## src/rtl/sr_pkg.sv

```systemverilog
// Shared definitions for blocks that talk to an SR flip-flop: state encoding,
// default timing parameters and the counter-width helper.
package sr_pkg;

  localparam logic [1:0] IDLE      = 2'd0;
  localparam logic [1:0] DRIVE     = 2'd1;
  localparam logic [1:0] WAIT_ECHO = 2'd2;
  localparam logic [1:0] HOLD      = 2'd3;

  localparam int SR_HOLD_CYCLES_DEFAULT  = 4;
  localparam int SR_ECHO_TIMEOUT_DEFAULT = 3;

  // One spare bit above what the larger count needs.
  function automatic int sr_cnt_width(input int hold_cycles, input int echo_timeout);
    int m;
    m = (hold_cycles > echo_timeout) ? hold_cycles : echo_timeout;
    return $clog2(m) + 1;
  endfunction

endpackage

```

## src/rtl/sr_ff_driver_if.sv

```systemverilog
// Request handshake plus the SR flip-flop pins. master = requester/flip-flop
// environment, slave = the sr_ff_driver block.
//
// Handshake: a request transfers on a rising edge where req_valid && req_ready.
// req_ready is decoded from state only; req_valid is not queued while busy.
interface sr_ff_driver_if;
  logic req_valid;
  logic req_level;
  logic req_ready;
  logic s;
  logic r;
  logic q_fb;
  logic done;
  logic err;
  logic busy;

  modport master (
    output req_valid, req_level, q_fb,
    input  req_ready, s, r, done, err, busy
  );

  modport slave (
    input  req_valid, req_level, q_fb,
    output req_ready, s, r, done, err, busy
  );
endinterface

```

## src/rtl/sr_cycle_counter.sv

```systemverilog
// Loadable down-counter with a zero flag; saturates at zero instead of wrapping.
module sr_cycle_counter #(
  parameter int W = 3
) (
  input  logic         clk,
  input  logic         rst,
  input  logic         load,
  input  logic [W-1:0] load_val,
  input  logic         dec,
  output logic         zero
);

  logic [W-1:0] count;

  always_ff @(posedge clk) begin
    if (rst) begin
      count <= '0;
    end else if (load) begin
      count <= load_val;
    end else if (dec && (count != '0)) begin
      count <= count - 1'b1;
    end
  end

  assign zero = (count == '0);

endmodule

```

## src/rtl/sr_ff_driver.sv

```systemverilog
// Drives one mutually exclusive s/r pulse per accepted level change, checks the
// flip-flop echo and holds the new level for HOLD_CYCLES before the next request.
module sr_ff_driver
  import sr_pkg::*;
#(
  parameter int HOLD_CYCLES  = SR_HOLD_CYCLES_DEFAULT,
  parameter int ECHO_TIMEOUT = SR_ECHO_TIMEOUT_DEFAULT
) (
  input  logic                clk,
  input  logic                rst,
  sr_ff_driver_if.slave       bus,
  output logic [1:0]          state_dbg
);

  localparam int CW = sr_cnt_width(HOLD_CYCLES, ECHO_TIMEOUT);
  // Loaded with N-1 so the zero flag marks the last cycle of an N-cycle window.
  localparam logic [CW-1:0] HOLD_LOAD = CW'(HOLD_CYCLES - 1);
  localparam logic [CW-1:0] ECHO_LOAD = CW'(ECHO_TIMEOUT - 1);

  logic [1:0]    state;
  logic          target;
  logic          accept;
  logic          echo_match;
  logic          cnt_load;
  logic [CW-1:0] cnt_load_val;
  logic          cnt_dec;
  logic          cnt_zero;

  assign bus.req_ready = (state == IDLE) && !rst;
  assign bus.busy      = (state != IDLE) && !rst;
  assign state_dbg     = state;

  assign accept     = bus.req_valid && bus.req_ready;
  assign echo_match = (bus.q_fb == target);

  always_comb begin
    cnt_load     = 1'b0;
    cnt_load_val = ECHO_LOAD;
    cnt_dec      = 1'b0;
    case (state)
      DRIVE: begin
        cnt_load     = 1'b1;
        cnt_load_val = ECHO_LOAD;
      end
      WAIT_ECHO: begin
        if (echo_match) begin
          cnt_load     = 1'b1;
          cnt_load_val = HOLD_LOAD;
        end else begin
          cnt_dec = 1'b1;
        end
      end
      HOLD:    cnt_dec = 1'b1;
      default: ;
    endcase
  end

  sr_cycle_counter #(.W(CW)) u_cnt (
    .clk      (clk),
    .rst      (rst),
    .load     (cnt_load),
    .load_val (cnt_load_val),
    .dec      (cnt_dec),
    .zero     (cnt_zero)
  );

  always_ff @(posedge clk) begin
    if (rst) begin
      state    <= IDLE;
      target   <= 1'b0;
      bus.s    <= 1'b0;
      bus.r    <= 1'b0;
      bus.done <= 1'b0;
      bus.err  <= 1'b0;
    end else begin
      bus.s    <= 1'b0;
      bus.r    <= 1'b0;
      bus.done <= 1'b0;
      bus.err  <= 1'b0;
      case (state)
        IDLE: begin
          if (accept) begin
            target <= bus.req_level;
            // Flip-flop already at the requested level: confirm without pulsing.
            if (bus.req_level == bus.q_fb) begin
              bus.done <= 1'b1;
            end else begin
              state <= DRIVE;
              bus.s <= bus.req_level;
              bus.r <= ~bus.req_level;
            end
          end
        end
        DRIVE: state <= WAIT_ECHO;
        WAIT_ECHO: begin
          if (echo_match) begin
            state    <= HOLD;
            bus.done <= 1'b1;
          end else if (cnt_zero) begin
            state   <= IDLE;
            bus.err <= 1'b1;
          end
        end
        HOLD: begin
          if (cnt_zero) state <= IDLE;
        end
        default: state <= IDLE;
      endcase
    end
  end

endmodule

```

## src/flat_wrapper.sv

```systemverilog
// flat-port wrapper written by rule: the top's interface ports become plain ports
module sr_ff_driver_flat import sr_pkg::*;
#(
  parameter int HOLD_CYCLES  = SR_HOLD_CYCLES_DEFAULT,
  parameter int ECHO_TIMEOUT = SR_ECHO_TIMEOUT_DEFAULT
)
  (clk, rst, state_dbg, bus_req_valid, bus_req_level, bus_q_fb, bus_req_ready, bus_s, bus_r, bus_done, bus_err, bus_busy);
  sr_ff_driver_if bus_i ();
  input  logic clk;
  input  logic rst;
  output logic [1:0] state_dbg;
  input wire logic [$bits(bus_i.req_valid)-1:0] bus_req_valid;
  input wire logic [$bits(bus_i.req_level)-1:0] bus_req_level;
  input wire logic [$bits(bus_i.q_fb)-1:0] bus_q_fb;
  output wire logic [$bits(bus_i.req_ready)-1:0] bus_req_ready;
  output wire logic [$bits(bus_i.s)-1:0] bus_s;
  output wire logic [$bits(bus_i.r)-1:0] bus_r;
  output wire logic [$bits(bus_i.done)-1:0] bus_done;
  output wire logic [$bits(bus_i.err)-1:0] bus_err;
  output wire logic [$bits(bus_i.busy)-1:0] bus_busy;
  assign bus_i.req_valid = bus_req_valid;
  assign bus_i.req_level = bus_req_level;
  assign bus_i.q_fb = bus_q_fb;
  assign bus_req_ready = bus_i.req_ready;
  assign bus_s = bus_i.s;
  assign bus_r = bus_i.r;
  assign bus_done = bus_i.done;
  assign bus_err = bus_i.err;
  assign bus_busy = bus_i.busy;
  sr_ff_driver #(.HOLD_CYCLES(HOLD_CYCLES), .ECHO_TIMEOUT(ECHO_TIMEOUT)) u_core (.clk(clk), .rst(rst), .bus(bus_i), .state_dbg(state_dbg));
endmodule
```

## config.mk

```make
export PLATFORM = sky130hd
export DESIGN_NAME = sr_ff_driver_flat
export DESIGN_NICKNAME = d
export VERILOG_FILES = /design/src/rtl/sr_pkg.sv /design/src/rtl/sr_ff_driver_if.sv /design/src/rtl/sr_cycle_counter.sv /design/src/rtl/sr_ff_driver.sv /design/src/flat_wrapper.sv
export SDC_FILE = /design/constraint.sdc
export NUM_CORES = 1
export LEC_CHECK = 0
export CAP_MARGIN = 20
export CORE_MARGIN = 5
export CORE_UTILIZATION = 43
export DETAILED_ROUTE_END_ITERATION = 16
export PLACE_DENSITY = 0.69
export SYNTH_ARGS = -nofsm -noshare
export SYNTH_HDL_FRONTEND = slang
export SYNTH_SLANG_ARGS = --single-unit
```

## constraint.sdc

```tcl
create_clock -name clk -period 1.3 [get_ports clk]
set_input_delay 0.26 -clock clk [delete_from_list [all_inputs] [get_ports clk]]
set_output_delay 0.26 -clock clk [all_outputs]
set_load 0.005 [all_outputs]
```

After elaboration in Yosys (flattened, before gate mapping)

Cells that the tools add are included.

Reduce and logical (&&, ||, !) cells: 14
Eq/ne operators: 7
Muxes and demuxes: 17
Order comparisons: 0
Multipliers: 0
Divide/modulo/power cells: 0
Add/subtract/negate cells: 1
Bitwise operators: 4
Shift-type cells: 0

Operator list:

| kind                                                                     | number |
|---|---|
| 3-bit two-way mux                                                        | 3 |
| 2-bit two-way mux                                                        | 4 |
| 2-bit one-hot mux with 4 select lines                                    | 1 |
| 1-bit two-way mux                                                        | 6 |
| 1-bit one-hot mux with 2 select lines                                    | 3 |
| 2-bit == test (second input constant)                                    | 2 |
| 1-bit logical AND                                                        | 4 |
| 1-bit NOT                                                                | 4 |
| 2-bit AND reduction                                                      | 2 |
| 2-bit nonzero test                                                       | 2 |
| 4-bit OR reduction                                                       | 1 |
| 3-bit logical NOT                                                        | 1 |
| 3-bit nonzero test                                                       | 1 |
| 3-bit OR reduction                                                       | 1 |
| 3-bit by 1-bit subtractor with 3-bit output (second input constant)      | 1 |
| 1-bit == test                                                            | 2 |
| 2-bit by 1-bit == test with 1-bit output (second input constant)         | 1 |
| 2-bit logical NOT                                                        | 1 |
| 2-bit by 1-bit inequality test with 1-bit output (second input constant) | 1 |
| 2-bit inequality test (second input constant)                            | 1 |
| 1-bit logical NOT                                                        | 1 |

Word-level logic and storage cells: 50
Bits in writable memories: 0
Bits in latches: 0
Output and inout bits: 8
Bits of input ports: 5
Register bits after elaboration: 10
Bits in read-only memories: 0
Memories: 0

Depth between registers and ports, before layout

Word-level depth: 6
Depth in mapped cells: 6
Gate-level depth less buffers: 6

Modules after synthesis

From an unflattened synthesis, not the netlist that was laid out.

Cell total of the unflattened synthesis: 67
Area total of the unflattened synthesis: 589.3 µm²

By module, submodules not included:

| module           | cells each | area an instance (µm²) | times used | seq. area each (µm²) |
|---|---|---|---|---|
| sr_ff_driver     | 46         | 406.6                  | 1          | 140.1 |
| sr_cycle_counter | 21         | 182.7                  | 1          | 60.1 |

Worst setup path before layout

OpenSTA, ideal clock, no wires.

Path type: register to register
From: register u_core.state[0] (netlist: u_core.state_dbg[0])
To: register u_core.state[1] (netlist: u_core.state_dbg[1])
Buffers on the path: 0
Library setup time: 0.132 ns
Cell stages (with the launch flop): 7
Slack: -0.025 ns
Clock period less this slack: 1.325 ns
Data arrival time: 1.194 ns
Required time: 1.168 ns
Cell sequence: dfxtp_1 inv_1 ha_1 inv_1 nor2_1 nor4_1 nor3_1

Longest elaborated chain between the ends: 5
Elaborated cells between the ends (all ways): 10
Classes of those cells: eq/ne: 5; mux: 1; reduce/logical: 4

Ends and longest elaborated chain:

| what                                                              | RTL line                               | RTL |
|---|---|---|
| start: declaration                                                | sr_ff_driver.sv:20                     | `logic [1:0] state;` |
| start signal: assignment                                          | sr_ff_driver.sv:69                     | `state <= IDLE;` |
| start signal: assignment                                          | sr_ff_driver.sv:88                     | `state <= DRIVE;` |
| start signal: assignment                                          | sr_ff_driver.sv:94                     | `DRIVE: state <= WAIT_ECHO;` |
| 2-bit logical NOT                                                 | sr_ff_driver.sv:29, sr_ff_driver.sv:80 |  |
| 1-bit logical AND                                                 | sr_ff_driver.sv:29                     | `assign bus.req_ready = (state == IDLE) && !rst;` |
| 1-bit logical AND                                                 | sr_ff_driver.sv:33                     | `assign accept = bus.req_valid && bus.req_ready;` |
| 2-bit by 1-bit inequality test with 1-bit output (no source line) | -                                      |  |
| 2-bit AND reduction (no source line)                              | -                                      |  |

Parallel ways exist; a longest one is shown, timed or not.
A chain may end at the register's enable or synchronous reset.

Final worst setup path

From: register u_core.state[1] (netlist: u_core.state_dbg[1])
To: register u_core.state[1] (netlist: u_core.state_dbg[1])

The elaborated chain is that of the path after synthesis.

==> flow_metrics.py <==
metrics = {
    "logic_synthesis": {
        "yosys_warnings": 0,
        "synth-seq-area-share_pct": 33.2,
        "synth_cell_types": 25,
        "syn_avg_cell_area_um2": 8.38,
        "syn_inst": 72,
        "syn-num-nets": 84,
        "synth_area_um2": 603,
        "synth-seq-cells": 10,
    },
    "cells_and_area": {
        "stdcell_count": 121,
        "final_layout_size_suffix_gt1_share_pct": 43.4,
        "syn_to_final_growth_pct": 63.9,
        "antenna_cells": 0,
        "fin_nets": 119,
    },
    "floorplan": {
        "ioPinCount": 13,
        "die_y_um": 47.5,
        "die-width_um": 47.5,
        "dieArea_um2": 2250,
        "start_util_pct": 45.8,
        "num_rows": 13,
        "core-area_um2": 1320,
    },
    "critical_path": {
        "slowest_stage": "dfxtp_4",
        "path_cells": "buf_4 -> ha_4 -> nor2_2 -> nor2_1 -> nor4_2 -> nor3_1",
        "rr_worst_depth": 6,
        "max_stage_delay_ns": 0.36,
        "startpoint_type": "flip-flop",
        "reg2reg_slack_ns": -0.13,
        "cp.required_ns": 1.44,
        "arrival_ns": 1.57,
        "crit_path_end_kind": "flip-flop",
        "crit_type": "flip-flop to flip-flop",
        "rr_endpoint": "u_core.state_dbg[1]",
        "crit-reg2reg-launch": "u_core.state_dbg[1]",
        "cp_max_fo": 4,
    },
    "drt": {
        "avgRoutedWirePerCell_um": 14.4,
        "via_per_inst": 5.51,
        "first_pass_iters": 4,
        "ant_nets": 0,
        "vias": 667,
        "drt-initial-drc-count": 18,
        "wl_um": 1740,
        "drc_errors": 0,
    },
    "placement": {
        "port_buffers": 12,
        "dp.cells": 115,
        "place.gp.congestion": 0.793,
        "hpwl_um": 1160,
    },
    "grt": {
        "grt_overflow": 0,
        "grt_pass1_vias": 632,
        "grt_pass1_wl_um": 2460,
        "grt_usage_pct": 15.9,
        "antenna_found_initial": 0,
        "grt_max_degree": 7,
    },
    "cts": {
        "cts_tree": "done",
        "numCtsBuffers": 3,
        "ctsHoldBuffers": 0,
        "clk_pin_slew_worst_paths_ns": 0.08,
        "root_buffer": "clkbuf_4",
        "max-clock-path-buffers": 2,
        "h-tree-depth": 1,
        "clock_latency_ns": 0.28,
        "clock-sinks": 10,
    },
    "timing": {
        "worst_hold_slack_ns": 0.480,
        "slew_headroom_pct": 81.9,
        "period_share_pct": 110,
        "maxSlewViolCount": 0,
        "fin_skew_ns": 0.0121,
        "worst_pin_slew_ns": 0.270,
        "rsz0062_at_grt": "true",
        "setup_slack_ns": -0.131,
        "finalSetupViolCount": 7,
        "hold_viol": 0,
        "layout_min_cycle_time_ns": 1.43,
        "max_freq_mhz": 699,
    },
    "power": {
        "powerDensity_nw_per_um2": 1630,
        "intPower_mw": 0.996,
        "switching_share_pct": 38.2,
        "power_switching_mw": 0.616,
        "leakagePower_nw": 0.445,
        "p_seq_share_pct": 25.5,
        "peakVddDrop_mv": 1.08,
        "clkPwrFrac_pct": 18.2,
        "power_frac_comb_pct": 56.2,
    },
    "min_path": {
        "min_path_cells": 3,
        "hold_end": "u_core.bus.s",
        "hold_class": "primary input to flip-flop",
        "worstHoldStart": "bus_q_fb",
    },
    "flow_run": {
        "drv_cap": 0,
    },
    "run_status": {
        "violations": "setup timing",
        "outcome": "finished with violations",
    },
}
area by class of cell:
cell class,instances,area [µm²]
clock buffer,4,36.3
fill,109,329
inverter,8,35.0
multi-input combinational,53,447
sequential,10,206
tap,15,18.8
timing repair buffer,31,245
flip-flops by register name (all words and copies together), names as in the netlist:
| register | cells |
|---|---|
| u_core.bus.done | 1 |
| u_core.bus.err | 1 |
| u_core.bus.r | 1 |
| u_core.bus.s | 1 |
| u_core.state_dbg | 2 |
| u_core.target | 1 |
| u_core.u_cnt.count | 3 |
per-stage QoR:
step	cell area, µm²	util (%)	setup TNS, ns	setup WS [ns]	total power [mW]
floorplan	604	-	0	0.0287	0.774
CTS	928	70.5	-0.307	-0.143	1.48
global placement	867	65.8	-2.47	-0.377	1.14
global route	988	75.0	-0.591	-0.180	1.72
detailed placement	867	65.8	-2.74	-0.443	1.15
finish	988	75.0	-0.244	-0.131	1.61
critical path, delay by kind of cell (launching register included):
kind,cells,cell delay (ns)
buffers and inverters,1,0.15
adders and majority gates,1,0.17
DFF,1,0.36
and+or+nand+nor,4,0.63
worst max-delay path by stage:
stage,start,to,slack (ns)
3_5_place_dp,bus_q_fb,u_core.u_cnt.count[2],-0.44
3_3_place_gp,bus_q_fb,u_core.u_cnt.count[2],-0.38
2_1_floorplan,u_core.state_dbg[0],u_core.u_cnt.count[2],0.03
6_report,u_core.state_dbg[1],u_core.state_dbg[1],-0.13
4_1_cts,u_core.state_dbg[1],bus_req_ready,-0.14
5_1_grt,u_core.state_dbg[1],u_core.state_dbg[1],-0.18
cells by family after synthesis:
group,synth area share (%)
AOI/OAI and AO/OA,17.4
buffers and inverters,5.60
and+or+nand+nor,25.1
DFF,33.2
adders and majority gates,14.5
xor gates and xnor gates,4.15
Yosys cell counts:
cell,n,area [µm²]
nor2b_1,2,12.5
xnor2_1,1,8.76
o21a_1,2,15.0
o2111ai_1,1,8.76
o311a_1,1,10.0
o21ai_0,4,20.0
nand4b_1,1,8.76
nand2_1,5,18.8
nand2b_1,3,18.8
nor4b_1,3,26.3
a31oi_1,1,6.26
clkbuf_1,1,3.75
nand3_1,3,15.0
a21o_1,1,7.51
a21oi_2,1,8.76
ha_1,7,87.6
o32ai_1,1,8.76
inv_1,8,30.0
a21oi_1,4,20.0
xor2_2,1,16.3
nor2_1,6,22.5
and3_2,1,7.51
dfxtp_1,10,200
nor3_1,3,15.0
nor4_1,1,6.26
cells in the final DEF (no fill, tap or decap), drive strengths merged, types with 3 or more instances in the layout:
master / netlist / routed
ha: 7 / 7
buf: 0 / 21
nor2: 6 / 6
nand2: 5 / 5
o21ai: 4 / 4
a21oi: 5 / 5
inv: 8 / 8
dlygate4sd2: 0 / 6
nand2b: 3 / 3
clkdlybuf4s50: 0 / 3
nor3: 3 / 3
dfxtp: 10 / 10
clkbuf: 1 / 4
nor4b: 3 / 3
nand3: 3 / 3
layer usage:
metal | vias to the layer above | part of all wire [%] | track usage (%)
met5 | - | 0 | 0
met4 | 0 | 2.3 | 8.84
met3 | 6 | 5.1 | 5.26
met2 | 22 | 51 | 25.7
met1 | 315 | 42 | 18.5
li1 | 324 | - | -
what timing repair did:
item                                   4_1_cts  5_1_grt
pin swaps                                    3        3
setup buffers                                1        1
gates resized for setup                     25       18
setup endpoints to repair                   14        7
endpoints found under the hold margin        0        0
power groups by stage:
stage	sequential, mW	combinational (mW)	clock, mW
finish	0.412	0.906	0.294
global route	0.414	0.999	0.304
CTS	0.400	0.790	0.291
detailed placement	0.399	0.756	0
global placement	0.398	0.740	0
floorplan	0.414	0.360	0
Note: power is estimated with default switching activity, not from simulation.
